$ cat config.mk
export PLATFORM = sky130hd
export DESIGN_NAME = intc_apb_fabric_flat
export DESIGN_NICKNAME = d
export VERILOG_FILES = /design/src/rtl/intc_apb_fabric_if.sv /design/src/rtl/intc_apb_fabric.sv /design/src/flat_wrapper.sv
export SDC_FILE = /design/constraint.sdc
export NUM_CORES = 1
export LEC_CHECK = 0
export BUFFER_PORTS_ARGS = -buffer_cell sky130_fd_sc_hd__buf_2
export CORE_UTILIZATION = 50
export DETAILED_ROUTE_END_ITERATION = 6
export PLACE_DENSITY_LB_ADDON = 0.15
export SLEW_MARGIN = 20
export SYNTH_ARGS = -nofsm -noshare
export SYNTH_HDL_FRONTEND = slang
export SYNTH_SLANG_ARGS = --single-unit
$ cat constraint.sdc
create_clock -name clk -period 10.27 [get_ports clk]
set_input_delay 1.5405 -clock clk [delete_from_list [all_inputs] [get_ports clk]]
set_output_delay 1.5405 -clock clk [all_outputs]
set_load 0.01 [all_outputs]
$ cat src/rtl/intc_apb_fabric_if.sv
// Bus bundle for intc_apb_fabric: upstream APB slave port plus SLV_NUM-way downstream APB master port.
// The slave modport is the fabric's view; the master modport is the bridge/controllers' view.
interface intc_apb_fabric_if #(
    parameter int unsigned SLV_NUM = 2
);
    logic                      psel;
    logic                      penable;
    logic                      pwrite;
    logic [31:0]               paddr;
    logic [3:0]                pstrb;
    logic [31:0]               pwdata;
    logic [31:0]               prdata;
    logic                      pslverr;
    logic                      pready;

    logic [SLV_NUM-1:0]        s_psel;
    logic                      s_penable;
    logic                      s_pwrite;
    logic [31:0]               s_paddr;
    logic [3:0]                s_pstrb;
    logic [31:0]               s_pwdata;
    logic [SLV_NUM*32-1:0]     s_prdata;
    logic [SLV_NUM-1:0]        s_pslverr;
    logic [SLV_NUM-1:0]        s_pready;

    modport slave (
        input  psel, penable, pwrite, paddr, pstrb, pwdata,
        output prdata, pslverr, pready,
        output s_psel, s_penable, s_pwrite, s_paddr, s_pstrb, s_pwdata,
        input  s_prdata, s_pslverr, s_pready
    );

    modport master (
        output psel, penable, pwrite, paddr, pstrb, pwdata,
        input  prdata, pslverr, pready,
        input  s_psel, s_penable, s_pwrite, s_paddr, s_pstrb, s_pwdata,
        output s_prdata, s_pslverr, s_pready
    );
endinterface

$ cat src/rtl/intc_apb_fabric.sv
// Registered APB fan-out to SLV_NUM interrupt-controller slaves, selected by paddr[SEL_LSB +: SEL_W].
// Define INTC_APB_TIMEOUT_EN to abort DACCESS with PSLVERR after TIMEOUT cycles without s_pready.
module intc_apb_fabric #(
    parameter int unsigned SLV_NUM = 2,
    parameter int unsigned SEL_LSB = 26,
    parameter int unsigned TIMEOUT = 255
) (
    input  logic                clk,
    input  logic                rst,
    intc_apb_fabric_if.slave    bus
);
    localparam int unsigned SEL_W = (SLV_NUM > 1) ? $clog2(SLV_NUM) : 1;
    localparam logic [SEL_W:0] SLV_LIMIT = (SEL_W+1)'(SLV_NUM);
`ifdef INTC_APB_TIMEOUT_EN
    localparam int unsigned CNT_W = $clog2(TIMEOUT + 1);
    localparam logic [CNT_W-1:0] CNT_LAST = CNT_W'(TIMEOUT - 1);
`else
    localparam int unsigned unused_timeout = TIMEOUT;
`endif

    typedef enum logic [3:0] {
        S_IDLE    = 4'b0001,
        S_DSETUP  = 4'b0010,
        S_DACCESS = 4'b0100,
        S_RESP    = 4'b1000
    } state_e;

    state_e             state_q, state_d;
    logic [SEL_W-1:0]   sel_q, sel_d;
    logic [31:0]        addr_q, addr_d;
    logic               write_q, write_d;
    logic [3:0]         strb_q, strb_d;
    logic [31:0]        wdata_q, wdata_d;
    logic [SLV_NUM-1:0] psel_q, psel_d;
    logic               penable_q, penable_d;
    logic               pready_q, pready_d;
    logic               pslverr_q, pslverr_d;
    logic [31:0]        prdata_q, prdata_d;
`ifdef INTC_APB_TIMEOUT_EN
    logic [CNT_W-1:0]   cnt_q, cnt_d;
`endif

    logic [SEL_W-1:0]   sel_in;
    logic [SLV_NUM-1:0] sel_oh;
    logic               sel_mapped;
    logic [31:0]        rsp_rdata;
    logic               rsp_err;
    logic               rsp_rdy;

    // Decode of the incoming select field and mux of the addressed slave's response.
    always_comb begin
        sel_in     = bus.paddr[SEL_LSB +: SEL_W];
        sel_mapped = ({1'b0, sel_in} < SLV_LIMIT);
        sel_oh     = '0;
        rsp_rdata  = '0;
        rsp_err    = 1'b0;
        rsp_rdy    = 1'b0;
        for (int unsigned i = 0; i < SLV_NUM; i++) begin
            sel_oh[i] = (sel_in == SEL_W'(i));
            if (sel_q == SEL_W'(i)) begin
                rsp_rdata = bus.s_prdata[32*i +: 32];
                rsp_err   = bus.s_pslverr[i];
                rsp_rdy   = bus.s_pready[i];
            end
        end
    end

    always_comb begin
        state_d   = state_q;
        sel_d     = sel_q;
        addr_d    = addr_q;
        write_d   = write_q;
        strb_d    = strb_q;
        wdata_d   = wdata_q;
        psel_d    = psel_q;
        penable_d = penable_q;
        pready_d  = pready_q;
        pslverr_d = pslverr_q;
        prdata_d  = prdata_q;
`ifdef INTC_APB_TIMEOUT_EN
        cnt_d     = cnt_q;
`endif
        unique case (state_q)
            S_IDLE: begin
                if (bus.psel && !bus.penable) begin
                    sel_d   = sel_in;
                    addr_d  = bus.paddr;
                    write_d = bus.pwrite;
                    strb_d  = bus.pstrb;
                    wdata_d = bus.pwdata;
                    if (sel_mapped) begin
                        state_d = S_DSETUP;
                        psel_d  = sel_oh;
`ifdef INTC_APB_TIMEOUT_EN
                        cnt_d   = '0;
`endif
                    end else begin
                        // Unmapped window: answer locally instead of hanging the bus.
                        state_d   = S_RESP;
                        pready_d  = 1'b1;
                        pslverr_d = 1'b1;
                        prdata_d  = '0;
                    end
                end
            end
            S_DSETUP: begin
                state_d   = S_DACCESS;
                penable_d = 1'b1;
            end
            S_DACCESS: begin
`ifdef INTC_APB_TIMEOUT_EN
                cnt_d = cnt_q + CNT_W'(1);
`endif
                if (rsp_rdy) begin
                    state_d   = S_RESP;
                    psel_d    = '0;
                    penable_d = 1'b0;
                    pready_d  = 1'b1;
                    pslverr_d = rsp_err;
                    prdata_d  = write_q ? 32'd0 : rsp_rdata;
                end
`ifdef INTC_APB_TIMEOUT_EN
                else if (cnt_q == CNT_LAST) begin
                    state_d   = S_RESP;
                    psel_d    = '0;
                    penable_d = 1'b0;
                    pready_d  = 1'b1;
                    pslverr_d = 1'b1;
                    prdata_d  = '0;
                end
`endif
            end
            S_RESP: begin
                state_d   = S_IDLE;
                pready_d  = 1'b0;
                pslverr_d = 1'b0;
                prdata_d  = '0;
            end
            default: begin
                state_d   = S_IDLE;
                psel_d    = '0;
                penable_d = 1'b0;
                pready_d  = 1'b0;
                pslverr_d = 1'b0;
                prdata_d  = '0;
            end
        endcase
    end

    always_ff @(posedge clk or posedge rst) begin
        if (rst) begin
            state_q   <= S_IDLE;
            sel_q     <= '0;
            addr_q    <= '0;
            write_q   <= 1'b0;
            strb_q    <= '0;
            wdata_q   <= '0;
            psel_q    <= '0;
            penable_q <= 1'b0;
            pready_q  <= 1'b0;
            pslverr_q <= 1'b0;
            prdata_q  <= '0;
`ifdef INTC_APB_TIMEOUT_EN
            cnt_q     <= '0;
`endif
        end else begin
            state_q   <= state_d;
            sel_q     <= sel_d;
            addr_q    <= addr_d;
            write_q   <= write_d;
            strb_q    <= strb_d;
            wdata_q   <= wdata_d;
            psel_q    <= psel_d;
            penable_q <= penable_d;
            pready_q  <= pready_d;
            pslverr_q <= pslverr_d;
            prdata_q  <= prdata_d;
`ifdef INTC_APB_TIMEOUT_EN
            cnt_q     <= cnt_d;
`endif
        end
    end

    assign bus.prdata    = prdata_q;
    assign bus.pslverr   = pslverr_q;
    assign bus.pready    = pready_q;
    assign bus.s_psel    = psel_q;
    assign bus.s_penable = penable_q;
    assign bus.s_pwrite  = write_q;
    assign bus.s_paddr   = addr_q;
    assign bus.s_pstrb   = strb_q;
    assign bus.s_pwdata  = wdata_q;
endmodule

$ cat src/flat_wrapper.sv
// flat-port wrapper written by rule: the top's interface ports become plain ports
module intc_apb_fabric_flat 
#(
    parameter int unsigned SLV_NUM = 2,
    parameter int unsigned SEL_LSB = 26,
    parameter int unsigned TIMEOUT = 255
)
  (clk, rst, bus_psel, bus_penable, bus_pwrite, bus_paddr, bus_pstrb, bus_pwdata, bus_prdata, bus_pslverr, bus_pready, bus_s_psel, bus_s_penable, bus_s_pwrite, bus_s_paddr, bus_s_pstrb, bus_s_pwdata, bus_s_prdata, bus_s_pslverr, bus_s_pready);
  intc_apb_fabric_if #(.SLV_NUM(SLV_NUM)) bus_i ();
  input  logic clk;
  input  logic rst;
  input wire logic [$bits(bus_i.psel)-1:0] bus_psel;
  input wire logic [$bits(bus_i.penable)-1:0] bus_penable;
  input wire logic [$bits(bus_i.pwrite)-1:0] bus_pwrite;
  input wire logic [$bits(bus_i.paddr)-1:0] bus_paddr;
  input wire logic [$bits(bus_i.pstrb)-1:0] bus_pstrb;
  input wire logic [$bits(bus_i.pwdata)-1:0] bus_pwdata;
  output wire logic [$bits(bus_i.prdata)-1:0] bus_prdata;
  output wire logic [$bits(bus_i.pslverr)-1:0] bus_pslverr;
  output wire logic [$bits(bus_i.pready)-1:0] bus_pready;
  output wire logic [$bits(bus_i.s_psel)-1:0] bus_s_psel;
  output wire logic [$bits(bus_i.s_penable)-1:0] bus_s_penable;
  output wire logic [$bits(bus_i.s_pwrite)-1:0] bus_s_pwrite;
  output wire logic [$bits(bus_i.s_paddr)-1:0] bus_s_paddr;
  output wire logic [$bits(bus_i.s_pstrb)-1:0] bus_s_pstrb;
  output wire logic [$bits(bus_i.s_pwdata)-1:0] bus_s_pwdata;
  input wire logic [$bits(bus_i.s_prdata)-1:0] bus_s_prdata;
  input wire logic [$bits(bus_i.s_pslverr)-1:0] bus_s_pslverr;
  input wire logic [$bits(bus_i.s_pready)-1:0] bus_s_pready;
  assign bus_i.psel = bus_psel;
  assign bus_i.penable = bus_penable;
  assign bus_i.pwrite = bus_pwrite;
  assign bus_i.paddr = bus_paddr;
  assign bus_i.pstrb = bus_pstrb;
  assign bus_i.pwdata = bus_pwdata;
  assign bus_prdata = bus_i.prdata;
  assign bus_pslverr = bus_i.pslverr;
  assign bus_pready = bus_i.pready;
  assign bus_s_psel = bus_i.s_psel;
  assign bus_s_penable = bus_i.s_penable;
  assign bus_s_pwrite = bus_i.s_pwrite;
  assign bus_s_paddr = bus_i.s_paddr;
  assign bus_s_pstrb = bus_i.s_pstrb;
  assign bus_s_pwdata = bus_i.s_pwdata;
  assign bus_i.s_prdata = bus_s_prdata;
  assign bus_i.s_pslverr = bus_s_pslverr;
  assign bus_i.s_pready = bus_s_pready;
  intc_apb_fabric #(.SLV_NUM(SLV_NUM), .SEL_LSB(SEL_LSB), .TIMEOUT(TIMEOUT)) u_core (.clk(clk), .rst(rst), .bus(bus_i));
endmodule
* Word level (Yosys, flattened, before mapping)
Cells that the tools add are included.
** Operators by class
- Add/sub/neg operators :: 0
- Multipliers :: 0
- Divide/modulo/power cells :: 0
- Order comparisons :: 0
- Equal/unequal tests :: 6
- Shifts and indexed selects :: 0
- Multiplexer cells :: 18
- Bitwise gates (word level) :: 4
- Reduce and logical (&&, ||, !) cells :: 10
** Operators by type and width (count)
- two-way mux 32 bit :: 3
- one-hot mux 32 bit (2 select lines) :: 1
- one-hot mux 4 bit (3 select lines) :: 1
- two-way mux 4 bit :: 2
- AND reduction 2 bit :: 4
- one-hot mux 2 bit (3 select lines) :: 1
- OR reduction 2 bit :: 3
- two-way mux 1 bit :: 5
- == test 4 x 1 -> 1 bit (second input constant) :: 1
- == test 4 x 2 -> 1 bit (second input constant) :: 1
- == test 4 x 3 -> 1 bit (second input constant) :: 1
- == test 4 bit (second input constant) :: 1
- two-way mux 2 bit :: 2
- inequality test 2 x 1 -> 1 bit (second input constant) :: 2
- inverter 1 bit :: 4
- one-hot mux 1 bit (2 select lines) :: 2
- one-hot mux 1 bit (3 select lines) :: 1
- AND reduction 3 bit :: 1
- logical AND 1 bit :: 1
- zero test 1 bit :: 1
** Word-level totals
- Register bits :: 111
- Latch bits :: 0
- Memory bits (writable) :: 0
- ROM bits :: 0
- Input port bits :: 141
- Output and inout bits :: 106
- Memories kept :: 0

* Longest topological paths before layout
- Depth in word-level cells :: 4
- Depth in mapped cells :: 7
- Depth with buffers taken out :: 4

* Worst setup path after synthesis
Ideal clock, no wire load.
- Path type :: input-to-reg
- Start :: input bus_s_pready[1]
- End :: register u_core.prdata_q[10] (netlist: u_core.bus.prdata[10])
- Setup time :: 0.075 ns
- Arrival :: 2.436 ns
- Slack :: 7.759 ns
- Cell stages on the path :: 6
- Buffers on the path :: 2
- Cell sequence :: mux2_2 > nand2_2 > or3_1 > buf_6 > buf_12 > o2bb2ai_2
** Between the ends
- Cells in the longest elaborated chain, start to end :: 3
** RTL lines
- start: declaration :: line flat_wrapper.sv:29 : input wire logic [$bits(bus_i.s_pready)-1:0] bus_s_pready;
- two-way mux 1 bit :: line intc_apb_fabric.sv:60 : if (sel_q == SEL_W'(i)) begin
- inequality test 2 x 1 -> 1 bit (no source line)
- AND reduction 2 bit (no source line)
- end signal: assignment :: line intc_apb_fabric.sv:177 : prdata_q <= prdata_d;
- end: declaration :: line intc_apb_fabric.sv:38 : logic [31:0] prdata_q, prdata_d;
No other way between the ends.
A chain may end at the register's enable or synchronous reset.

* Worst setup path after layout
- Start :: input bus_psel
- End :: register u_core.addr_q[14] (netlist: u_core.bus.s_paddr[14])
** Between the ends
- Cells in the longest elaborated chain, start to end :: 2
** RTL lines
- start: declaration :: line flat_wrapper.sv:12 : input wire logic [$bits(bus_i.psel)-1:0] bus_psel;
- logical AND 1 bit :: line intc_apb_fabric.sv:85 : if (bus.psel && !bus.penable) begin
- AND reduction 2 bit (no source line)
- end signal: assignment :: line intc_apb_fabric.sv:169 : addr_q <= addr_d;
- end: declaration :: line intc_apb_fabric.sv:30 : logic [31:0] addr_q, addr_d;
No other way between the ends.

==> summary.md <==
| Metric | Value |
|---|---|
| Run status | complete, no violations |
| Post-DP HPWL | 7950 um |
| Vias per cell | 4.88 |
| Congestion Overflow GR | 0 |
| Post-synth EDFFs | 0 |
| Post-CTS Hold Buffers | 0 |
| Most numerous cell in the Yosys netlist | dfrtp_1 |
| Synth area leaders | dfrtp_1 54%, mux2_4 20%, o2bb2ai_2 8.9% |
| Netlist Area Pre-Place | 0.00509 mm^2 |
| Hold Path Depth | 1 |
| H-tree depth | 3 |
| Detailed Route Iter0 Violations | 121 |
| Die area | 0.0106 mm^2 |
| Cell count after synthesis | 304 |
| Area occupied by multi-input gates | 0.00208 mm^2 |
| Vias post-DR | 3307 |
| Max-cap violations | 0 |
| CP max stage cell | buf_4 |
| Seq/Total Area, Yosys | 54.1% |
| Setup Buffers After CTS | 0 |
| Antenna diodes | 0 |
| FF+latch area | 0.00276 mm^2 |
| Final wirelength | 10900 um |
| CTS root buffer | clkbuf_8 |
| Fin crit period | 3410 ps |
| Total GRT Usage | 20.3% |
| Final hold vios | 0 |
| R2r setup slk | 7320 ps |
| I/O pin total | 247 |
| Least-Margin Pin Slew | 1030 ps |
| # port buffers | 246 |
| Syn nets | 445 |
| Most frequent cells after synthesis | 109 x dfrtp_1, 68 x mux2_4, 36 x mux2i_1, 30 x o2bb2ai_2, 10 x buf_6 |
| R2R Path Start | u_core.state_q[0] |
| Worst Setup End Kind | flop |
| # rows | 36 |
| Clk_lat worst skew | 360 ps |
| CP Data Arrival Time | 3670 ps |
| Worst R2R End | u_core.bus.s_pwdata[6] |
| Yosys warning count | 0 |
| Routed Antenna Nets | 0 |
| Worst path required time | 10520 ps |
| Worst hold path endpoint | u_core.bus.pready |
| Fin worst setup slack | 6860 ps |
| Clock Sinks | 110 |
| DP Worst Slack | 6490 ps |
| Critical path fanouts, max | 59 |
| Die Y | 103 um |
| DRC Markers | 0 |
| #FFs+latches synth | 110 |
| CTS resizes | 0 |
| Slew Limit Fails | 0 |
| Area Growth Syn to Fin | 27.9% |
| Pin count of the biggest net entering global routing | 81 |
| Clock buffer depth | 2 |
| Leakage power | 3.56 nW |
| CTS tree | built |
| WS Path Type | in2reg |
| Initial Util | 51.8% |
| Total negative setup slack | 0 ps |
| Max IR drop VDD | 155 uV |
| Die Wd | 103 um |
| GPL Wtd Cong | 0.746 |
| Leading register cell type out of synthesis | dfrtp_1 |
| Skew final | 5.90 ps |
| Yosys top cell by area | dfrtp_1 |
| Wirelength per Cell | 16.1 um |
| Ys async rst share | 100% |
| Cell chain of the critical path | buf_2 -> nand3b_1 -> buf_4 -> mux2_2 |
| Initial antenna violation count | 0 |
| Startpoint of the worst hold path | u_core.bus.pready |
| Pre-antenna DRT Iters | 4 |
| RSZ-0062 raised after global routing | no |
| Crit path launch type | primary input |
| Final Total Pwr | 1.70 mW |
| Layout Nets | 680 |
| Syn Area/Cell | 16.7 um^2 |
| Hold Path Class | reg2reg |
| Layout cells sized above 1 | 68.0% |
| Vias in the first global route | 3237 |
| Pwr per Cell Area | 261 mW/mm^2 |
| Inst Count DP | 661 |
| # setup viols final | 0 |
| Reg2reg path depth | 4 |
| Post-synth cell types | 29 |
| Final Non-Filler Cells | 677 |
| Fmax achieved | 0.293 GHz |
| CP peak stage delay | 910 ps |
| Worst slew margin | 31.3% |
| Fin crit share | 33.2% |
| Synth top area share | 53.6% |
| Clk slew on worst S/H paths | 90 ps |
| First-pass GRT wire length | 15900 um |
| Total core area | 0.00982 mm^2 |
| Fill cells | 771 |
| CTS Buf Count | 9 |
layout make-up:
type                       count  area share, %
tap                          133           2.56
inverter                       5          0.327
sequential                   110           42.3
timing repair buffer         248           19.2
multi-input combinational    165           32.0
clock buffer                  12           2.08
clock inverter                 4           1.46
state kept, by name, indices dropped and copies added (netlist names):
register	cells
u_core.bus.s_pstrb	4
u_core.bus.pready	1
u_core.bus.pslverr	1
u_core.bus.s_pwrite	1
u_core.bus.s_paddr	32
u_core.bus.s_penable	1
u_core.bus.prdata	32
u_core.bus.s_psel	2
u_core.bus.s_pwdata	32
u_core.state_q	4
worst max-delay path by stage:
stage / start / end / cells after the start
after floorplan: rst / u_core.bus.prdata[0] / 1
after global placement: bus_psel / u_core.bus.s_paddr[14] / 4
after detailed placement: bus_psel / u_core.bus.s_paddr[14] / 4
after CTS: bus_psel / u_core.bus.s_paddr[14] / 4
after global routing: bus_psel / u_core.bus.s_paddr[14] / 4
final: bus_psel / u_core.bus.s_paddr[14] / 4
per-layer routing:
| metal | part of all wire (%) | track usage (%) | vias to the layer above |
|---|---|---|---|
| met1 | 40 | 24.7 | 1571 |
| li1 | - | - | 1564 |
| met4 | 2.3 | 10.3 | 0 |
| met5 | 0 | 0 | - |
| met2 | 50 | 33.9 | 157 |
| met3 | 8.0 | 4.47 | 15 |
power by group:
| group | switching [mW] | total (mW) | internal, mW |
|---|---|---|---|
| Combinational | 0.295 | 0.685 | 0.389 |
| Sequential | 0.129 | 0.714 | 0.585 |
| Clock | 0.137 | 0.299 | 0.162 |
cell families (layout without fill, tap and decap cells):
family	Yosys count	after routing	share of synthesized area [%]
flip-flops	110	110	54.1
AND/OR/NAND/NOR	16	16	2.53
AO/OA/AOI/OAI	41	41	10.4
buffers and inverters	29	269	4.97
multiplexers	106	106	27.6
XOR/XNOR	2	2	0.344
critical path: cells and delay by family:
kind	cells	cell delay (ps)
mux	1	410
buf+inv	2	1010
simple gates	1	650
cell usage in the layout, fill, tap and decap left out:
| cell type | netlist | routed |
|---|---|---|
| clkinv_2 | 0 | 1 |
| a211oi_1 | 1 | 1 |
| nand2b_1 | 2 | 1 |
| clkbuf_8 | 0 | 9 |
| nor2_1 | 3 | 3 |
| xnor2_1 | 2 | 2 |
| nand2_1 | 3 | 3 |
| o21ai_0 | 3 | 3 |
| o311ai_0 | 1 | 1 |
| mux2i_1 | 36 | 36 |
| buf_6 | 10 | 1 |
| buf_2 | 4 | 246 |
| nor3_2 | 1 | 1 |
| o22a_1 | 1 | 1 |
| inv_1 | 5 | 4 |
| a21oi_1 | 1 | 1 |
| or3_2 | 0 | 1 |
| buf_4 | 2 | 1 |
| nand2_2 | 1 | 1 |
| inv_4 | 0 | 1 |
| dfstp_2 | 1 | 1 |
| clkbuf_1 | 3 | 3 |
| mux2_2 | 2 | 2 |
| dfrtp_2 | 0 | 1 |
| nand3b_1 | 2 | 2 |
| o2bb2ai_1 | 4 | 4 |
| nand2b_2 | 0 | 1 |
| mux2_4 | 68 | 68 |
| o2bb2ai_2 | 30 | 30 |
| nor4b_4 | 2 | 2 |
| nor4b_1 | 1 | 1 |
| bufinv_16 | 0 | 3 |
| dfrtp_1 | 109 | 108 |
stage by stage:
step	util, %	hold slack [ps]	instance area, um^2
floorplan	-	522	5090
global placement	63.9	471	6270
detailed placement	63.9	470	6270
CTS	66.2	494	6500
global route	66.3	514	6510
finish	66.3	489	6510
Power figures use the tool's default switching activity.
